===== config.mk =====
export PLATFORM = sky130hd
export DESIGN_NAME = hazard_sb_flat
export DESIGN_NICKNAME = d
export VERILOG_FILES = /design/src/rtl/hazard_sb_if.sv /design/src/rtl/hazard_sb.sv /design/src/flat_wrapper.sv
export SDC_FILE = /design/constraint.sdc
export NUM_CORES = 1
export LEC_CHECK = 0
export BUFFER_PORTS_ARGS = -buffer_cell sky130_fd_sc_hd__buf_2
export CAP_MARGIN = 25
export CELL_PAD_IN_SITES_DETAIL_PLACEMENT = 0
export CELL_PAD_IN_SITES_GLOBAL_PLACEMENT = 1
export CORE_MARGIN = 2
export CORE_UTILIZATION = 38
export CTS_CLUSTER_SIZE = 12
export DETAILED_ROUTE_END_ITERATION = 8
export PLACE_DENSITY_LB_ADDON = 0.1
export SLEW_MARGIN = 20
export SYNTH_ARGS = -nofsm -noshare
export SYNTH_HDL_FRONTEND = slang
export SYNTH_SLANG_ARGS = --single-unit

===== constraint.sdc =====
create_clock -name clk -period 2.6 [get_ports clk]
set_input_delay 0.13 -clock clk [delete_from_list [all_inputs] [get_ports clk]]
set_output_delay 0.13 -clock clk [all_outputs]
set_load 0.02 [all_outputs]

===== src/rtl/hazard_sb_if.sv =====
// Hazard scoreboard bundle: ID-stage operand/dest info, branch/memory status in,
// pipeline register enables, squash controls, forwarding selects and stall count out.
// master = pipeline control that drives ID info; slave = hazard_sb.
interface hazard_sb_if #(
   parameter int REG_AW = 5,
   parameter int CW     = 16
);
   // ID-stage instruction description
   logic              id_valid;
   logic [REG_AW-1:0] rs1_addr_ID;
   logic [REG_AW-1:0] rs2_addr_ID;
   logic              rs1_used;
   logic              rs2_used;
   logic [REG_AW-1:0] rd_addr_ID;
   logic              reg_write_ID;
   logic              is_load_ID;
   // pipeline status
   logic              br_taken_EX;
   logic              mem_busy;
   // pipeline controls
   logic              en_IF;
   logic              en_IFID;
   logic              en_IDEX;
   logic              en_EXMEM;
   logic              NOP_IFID;
   logic              NOP_IDEX;
   logic [1:0]        fwd_a;
   logic [1:0]        fwd_b;
   logic [CW-1:0]     stall_cnt;

   modport master (
      output id_valid, rs1_addr_ID, rs2_addr_ID, rs1_used, rs2_used,
             rd_addr_ID, reg_write_ID, is_load_ID, br_taken_EX, mem_busy,
      input  en_IF, en_IFID, en_IDEX, en_EXMEM, NOP_IFID, NOP_IDEX,
             fwd_a, fwd_b, stall_cnt
   );

   modport slave (
      input  id_valid, rs1_addr_ID, rs2_addr_ID, rs1_used, rs2_used,
             rd_addr_ID, reg_write_ID, is_load_ID, br_taken_EX, mem_busy,
      output en_IF, en_IFID, en_IDEX, en_EXMEM, NOP_IFID, NOP_IDEX,
             fwd_a, fwd_b, stall_cnt
   );
endinterface


===== src/rtl/hazard_sb.sv =====
// Pipeline hazard scoreboard: tracks destination registers of the DEPTH stages after ID,
// and produces stall/flush/forwarding controls combinationally in the same cycle (0 latency).
// mem_busy freezes the whole pipeline (all enables low); load-use or RAW stalls hold IF/ID and bubble ID/EX.
// Ports: clk, rst (sync, active-high); sb = hazard_sb_if.slave carrying ID info in, controls out.
module hazard_sb #(
   parameter int REG_AW = 5,
   parameter int DEPTH  = 3,
   parameter int FWD_EN = 1,
   parameter int CW     = 16
) (
   input logic        clk,
   input logic        rst,
   hazard_sb_if.slave sb
);

   typedef struct packed {
      logic              v;
      logic [REG_AW-1:0] rd;
      logic              ld;
   } sb_entry_t;

   // ent[0] = EX, ent[1] = MEM, ...
   sb_entry_t     ent [DEPTH];
   logic [CW-1:0] cnt;

   logic [DEPTH-1:0] m1;
   logic [DEPTH-1:0] m2;
   logic             hit1_a;
   logic             hit1_b;
   logic             data_stall;
   logic             stall_inc;
   sb_entry_t        new_ent;

   // Source-to-entry matches; address 0 never matches so x0 can't stall or forward.
   always_comb begin
      m1 = '0;
      m2 = '0;
      for (int i = 0; i < DEPTH; i++) begin
         m1[i] = sb.rs1_used && (sb.rs1_addr_ID != '0) && ent[i].v && (ent[i].rd == sb.rs1_addr_ID);
         m2[i] = sb.rs2_used && (sb.rs2_addr_ID != '0) && ent[i].v && (ent[i].rd == sb.rs2_addr_ID);
      end
   end

   // MEM-stage hit only exists when the scoreboard is at least two deep.
   if (DEPTH > 1) begin : g_mem_hit
      assign hit1_a = m1[1];
      assign hit1_b = m2[1];
   end else begin : g_no_mem_hit
      assign hit1_a = 1'b0;
      assign hit1_b = 1'b0;
   end

   // With forwarding only a load in EX can't be bypassed; without it any in-flight writer blocks.
   if (FWD_EN != 0) begin : g_fwd_stall
      assign data_stall = (m1[0] | m2[0]) & ent[0].ld;
   end else begin : g_raw_stall
      assign data_stall = |(m1 | m2);
   end

   // A taken branch during mem_busy is deferred, so busy cycles always count as stalls.
   assign stall_inc = sb.mem_busy | (data_stall & ~sb.br_taken_EX);

   assign new_ent.v  = sb.id_valid & sb.reg_write_ID & (sb.rd_addr_ID != '0);
   assign new_ent.rd = sb.rd_addr_ID;
   assign new_ent.ld = sb.is_load_ID;

   always_comb begin
      sb.en_IF    = 1'b1;
      sb.en_IFID  = 1'b1;
      sb.en_IDEX  = 1'b1;
      sb.en_EXMEM = 1'b1;
      sb.NOP_IFID = 1'b0;
      sb.NOP_IDEX = 1'b0;
      sb.fwd_a    = 2'b00;
      sb.fwd_b    = 2'b00;
      if (!rst) begin
         // Youngest producer wins; entries at index 2+ are served by the write-first regfile.
         if (FWD_EN != 0) begin
            if (m1[0] && !ent[0].ld) sb.fwd_a = 2'b01;
            else if (hit1_a)         sb.fwd_a = 2'b10;
            if (m2[0] && !ent[0].ld) sb.fwd_b = 2'b01;
            else if (hit1_b)         sb.fwd_b = 2'b10;
         end
         if (sb.mem_busy) begin
            sb.en_IF    = 1'b0;
            sb.en_IFID  = 1'b0;
            sb.en_IDEX  = 1'b0;
            sb.en_EXMEM = 1'b0;
         end else if (sb.br_taken_EX) begin
            sb.NOP_IFID = 1'b1;
            sb.NOP_IDEX = 1'b1;
         end else if (data_stall) begin
            sb.en_IF    = 1'b0;
            sb.en_IFID  = 1'b0;
            sb.NOP_IDEX = 1'b1;
         end
      end
   end

   assign sb.stall_cnt = cnt;

   always_ff @(posedge clk) begin
      if (rst) begin
         for (int i = 0; i < DEPTH; i++) ent[i] <= '0;
         cnt <= '0;
      end else begin
         if (!sb.mem_busy) begin
            ent[0] <= (sb.br_taken_EX || data_stall) ? '0 : new_ent;
            for (int i = 1; i < DEPTH; i++) ent[i] <= ent[i-1];
         end
         if (stall_inc && (cnt != '1)) cnt <= cnt + CW'(1);
      end
   end

endmodule


===== src/flat_wrapper.sv =====
// flat-port wrapper written by rule: the top's interface ports become plain ports
module hazard_sb_flat 
#(
   parameter int REG_AW = 5,
   parameter int DEPTH  = 3,
   parameter int FWD_EN = 1,
   parameter int CW     = 16
)
  (clk, rst, sb_id_valid, sb_rs1_addr_ID, sb_rs2_addr_ID, sb_rs1_used, sb_rs2_used, sb_rd_addr_ID, sb_reg_write_ID, sb_is_load_ID, sb_br_taken_EX, sb_mem_busy, sb_en_IF, sb_en_IFID, sb_en_IDEX, sb_en_EXMEM, sb_NOP_IFID, sb_NOP_IDEX, sb_fwd_a, sb_fwd_b, sb_stall_cnt);
  hazard_sb_if #(.REG_AW(REG_AW), .CW(CW)) sb_i ();
  input logic clk;
  input logic rst;
  input wire logic [$bits(sb_i.id_valid)-1:0] sb_id_valid;
  input wire logic [$bits(sb_i.rs1_addr_ID)-1:0] sb_rs1_addr_ID;
  input wire logic [$bits(sb_i.rs2_addr_ID)-1:0] sb_rs2_addr_ID;
  input wire logic [$bits(sb_i.rs1_used)-1:0] sb_rs1_used;
  input wire logic [$bits(sb_i.rs2_used)-1:0] sb_rs2_used;
  input wire logic [$bits(sb_i.rd_addr_ID)-1:0] sb_rd_addr_ID;
  input wire logic [$bits(sb_i.reg_write_ID)-1:0] sb_reg_write_ID;
  input wire logic [$bits(sb_i.is_load_ID)-1:0] sb_is_load_ID;
  input wire logic [$bits(sb_i.br_taken_EX)-1:0] sb_br_taken_EX;
  input wire logic [$bits(sb_i.mem_busy)-1:0] sb_mem_busy;
  output wire logic [$bits(sb_i.en_IF)-1:0] sb_en_IF;
  output wire logic [$bits(sb_i.en_IFID)-1:0] sb_en_IFID;
  output wire logic [$bits(sb_i.en_IDEX)-1:0] sb_en_IDEX;
  output wire logic [$bits(sb_i.en_EXMEM)-1:0] sb_en_EXMEM;
  output wire logic [$bits(sb_i.NOP_IFID)-1:0] sb_NOP_IFID;
  output wire logic [$bits(sb_i.NOP_IDEX)-1:0] sb_NOP_IDEX;
  output wire logic [$bits(sb_i.fwd_a)-1:0] sb_fwd_a;
  output wire logic [$bits(sb_i.fwd_b)-1:0] sb_fwd_b;
  output wire logic [$bits(sb_i.stall_cnt)-1:0] sb_stall_cnt;
  assign sb_i.id_valid = sb_id_valid;
  assign sb_i.rs1_addr_ID = sb_rs1_addr_ID;
  assign sb_i.rs2_addr_ID = sb_rs2_addr_ID;
  assign sb_i.rs1_used = sb_rs1_used;
  assign sb_i.rs2_used = sb_rs2_used;
  assign sb_i.rd_addr_ID = sb_rd_addr_ID;
  assign sb_i.reg_write_ID = sb_reg_write_ID;
  assign sb_i.is_load_ID = sb_is_load_ID;
  assign sb_i.br_taken_EX = sb_br_taken_EX;
  assign sb_i.mem_busy = sb_mem_busy;
  assign sb_en_IF = sb_i.en_IF;
  assign sb_en_IFID = sb_i.en_IFID;
  assign sb_en_IDEX = sb_i.en_IDEX;
  assign sb_en_EXMEM = sb_i.en_EXMEM;
  assign sb_NOP_IFID = sb_i.NOP_IFID;
  assign sb_NOP_IDEX = sb_i.NOP_IDEX;
  assign sb_fwd_a = sb_i.fwd_a;
  assign sb_fwd_b = sb_i.fwd_b;
  assign sb_stall_cnt = sb_i.stall_cnt;
  hazard_sb #(.REG_AW(REG_AW), .DEPTH(DEPTH), .FWD_EN(FWD_EN), .CW(CW)) u_core (.clk(clk), .rst(rst), .sb(sb_i));
endmodule

==> reports/qor.yml <==
fin_crit_sh_pct: 86.62
cts.sink_count: 29
h-tree-depth: 2
cts_root_buf: "clkbuf_8"
fp.dieArea_um2: 4956
crit_path_max_fanout: 4
worst_pin_slew_ns: 0.6360
die_w_um: 70.40
drt-vias-per-instance: 5.345
ys_ff_latch: 29
gp_routability_congestion: 0.8979
grt_pass1_wl_um: 6596
p_per_area_nw_per_um2: 528.1
clkLatencyLatePin_ns: 0.28
ant_nets: 0
relSlewSlack_pct: 57.60
async_reset_ff_share_pct: 0
hpwl_um: 2952
r2r_slack_ns: 0.48
synth_area_per_cell_um2: 9.573
synth_edf_count: 13
netlist_instances: 175
min_period_ns: 2.252
clkTransAtPathRegs_ns: 0.06
yosysWarnings: 0
skew_ns: 0.004766
crit_type: "flop to output pin"
status: "finished clean"
synth.distinct_cells: 42
io_buffer_count: 49
coreArea_um2: 4294
die_height_um: 70.40
finalMaxSlewViolations: 0
setup_viol: 0
num_rows: 24
rsz0062_at_grt: "false"
setup.worst_path.start_class: "flop"
grt_pass1_vias: 1425
fillers: 418
regArea_um2: 710.7
min_path_type: "input pin to flop"
dp.cells: 270
vias: 1486
multi_input_area_um2: 922.1
syn_to_final_growth_pct: 24.20
crit_required_ns: 2.47
finalHoldViolCount: 0
synthesis.area_um2: 1675
cp_top_family: "simple AND/OR/NAND/NOR gates"
routed_wl_um: 3862
cts_buffers: 5
cts_setup_buffers: 0
cts_tree: "built"
cp.arrival_ns: 2.12
cts_buffer_depth: 2
dr.pass1.iters: 4
n_antenna_cell: 0
grt.overflow.total: 0
drv_cap: 0
layout_commonest_cell: "buf_2"
fmax_mhz: 444.0
route.detailed.drc: 0
ys_seq_area_share_pct: 42.42
final_cell_mix: "buf_2, a21oi_1, dfxtp_1"
grt_usage_pct: 16.67
slowest_delay_ns: 0.45
fin_cells: 278
drt-initial-drc-count: 94
io_pins: 50
antenna_found_initial: 0
start_util_pct: 39.02
ys.flop_type: "dfxtp_1"
p_leak_nw: 0.8096
grt_max_degree: 30
ctsResizeCount: 0
slowest_stage: "edfxtp_1"
postCtsHoldBufs: 0
syn_nets: 200
tns_ns: 0
wl_per_cell_um: 13.89
crit_chain: "xor2_1 -> nor4_1 -> and4_2 -> or2_4 -> a21oi_1 -> or2_2 -> buf_2"
endpoint_kind: "output pin"
worst-path-buf-inv: 1
drive_gt1_share_pct: 31.42
fin_nets: 250
peakVddDrop_uv: 342.1
==> per-layer routing <==
layer / track usage [%] / part of all wire, % / vias to the layer above
met5: 0 / 0 / -
met4: 6.410 / 1.6 / 0
met3: 5.195 / 7.2 / 8
met2: 23.90 / 43 / 43
met1: 23.27 / 48 / 690
li1: - / - / 745
==> power breakdown <==
part / switching, mW / internal [mW] / total [mW]
logic: 0.0686 / 0.0567 / 0.125
clock network: 0.179 / 0.282 / 0.460
registers: 0.0191 / 0.494 / 0.513
total: 0.266 / 0.833 / 1.10
==> stage by stage <==
stage	hold slack (ns)	area [µm²]	power (mW)	setup WS, ns	utilization, %
floorplan	0.3415	1675	0.5950	0.6596	-
finish	0.1528	2081	1.099	0.3478	48.46
CTS	0.1489	2081	1.110	0.3314	48.46
global route	0.1407	2081	1.145	0.2053	48.46
detailed placement	0.4373	1971	0.6495	0.4078	45.89
global placement	0.4376	1971	0.6460	0.4676	45.89
==> worst paths after layout <==
path                                              from                      end  depth (start not counted)
worst min register to register  u_core.sb.stall_cnt[4]   u_core.sb.stall_cnt[4]                          2
worst max-delay path                  u_core.ent[0][3]                 sb_en_IF                          7
worst min-delay path                     sb_is_load_ID         u_core.ent[0][0]                          2
worst max register to register        u_core.ent[0][3]  u_core.sb.stall_cnt[11]                          7
==> cell usage after synthesis, types with 2 or more instances <==
cell type   n  area [µm²]
or3_1      11       68.82
buf_4       3       22.52
and3_1      2       12.51
clkbuf_1    2       7.510
inv_1       2       7.510
nor2_1      7       26.28
xor2_1      9       78.83
edfxtp_1   13       390.4
nor3_1      2       10.01
and2_1     11       68.82
nand2_1     7       26.28
nand3_1     7       35.03
or4_1       3       22.52
nor4_1      3       18.77
o31ai_1     3       22.52
xnor2_1    12       105.1
o21ai_0    11       55.05
a21oi_1    16       80.08
and4_1      3       26.28
nor3b_1     2       15.01
and2_2      6       45.04
dfxtp_1    16       320.3
nand4_1     5       31.28
==> flip-flops by register name (all words and copies together), names as in the netlist <==
signal               count
u_core.ent              13
u_core.sb.stall_cnt     16
==> layout make-up <==
type	count	area share [%]
clock inverters	3	1.984
multi-input cells	137	44.32
flip-flops and latches	29	34.16
repair buffers	50	12.75
clock buffers	5	3.307
well taps	52	3.127
inverters	2	0.3608
==> worst register-to-register path, cell delays in order, from the launching register on <==
cell,delay (ns)
edfxtp_1,0.45
xor2_1,0.18
nor4_1,0.24
and4_2,0.31
o31ai_2,0.09
buf_12,0.17
or4_1,0.47
a21oi_1,0.14
==> logic make-up (layout without fill, tap and decap cells) <==
group                      after synthesis  after routing  share of synthesized area (%)
AOI/OAI and AO/OA                       36             36                          13.59
xor gates and xnor gates                21             21                          10.98
adders and majority gates                1              1                         0.7467
buffers and inverters                    9             60                          2.838
DFF                                     29             29                          42.42
muxes                                    1              1                         0.5975
and+or+nand+nor                         78             78                          28.83
(Power assumes the default switching activity.)
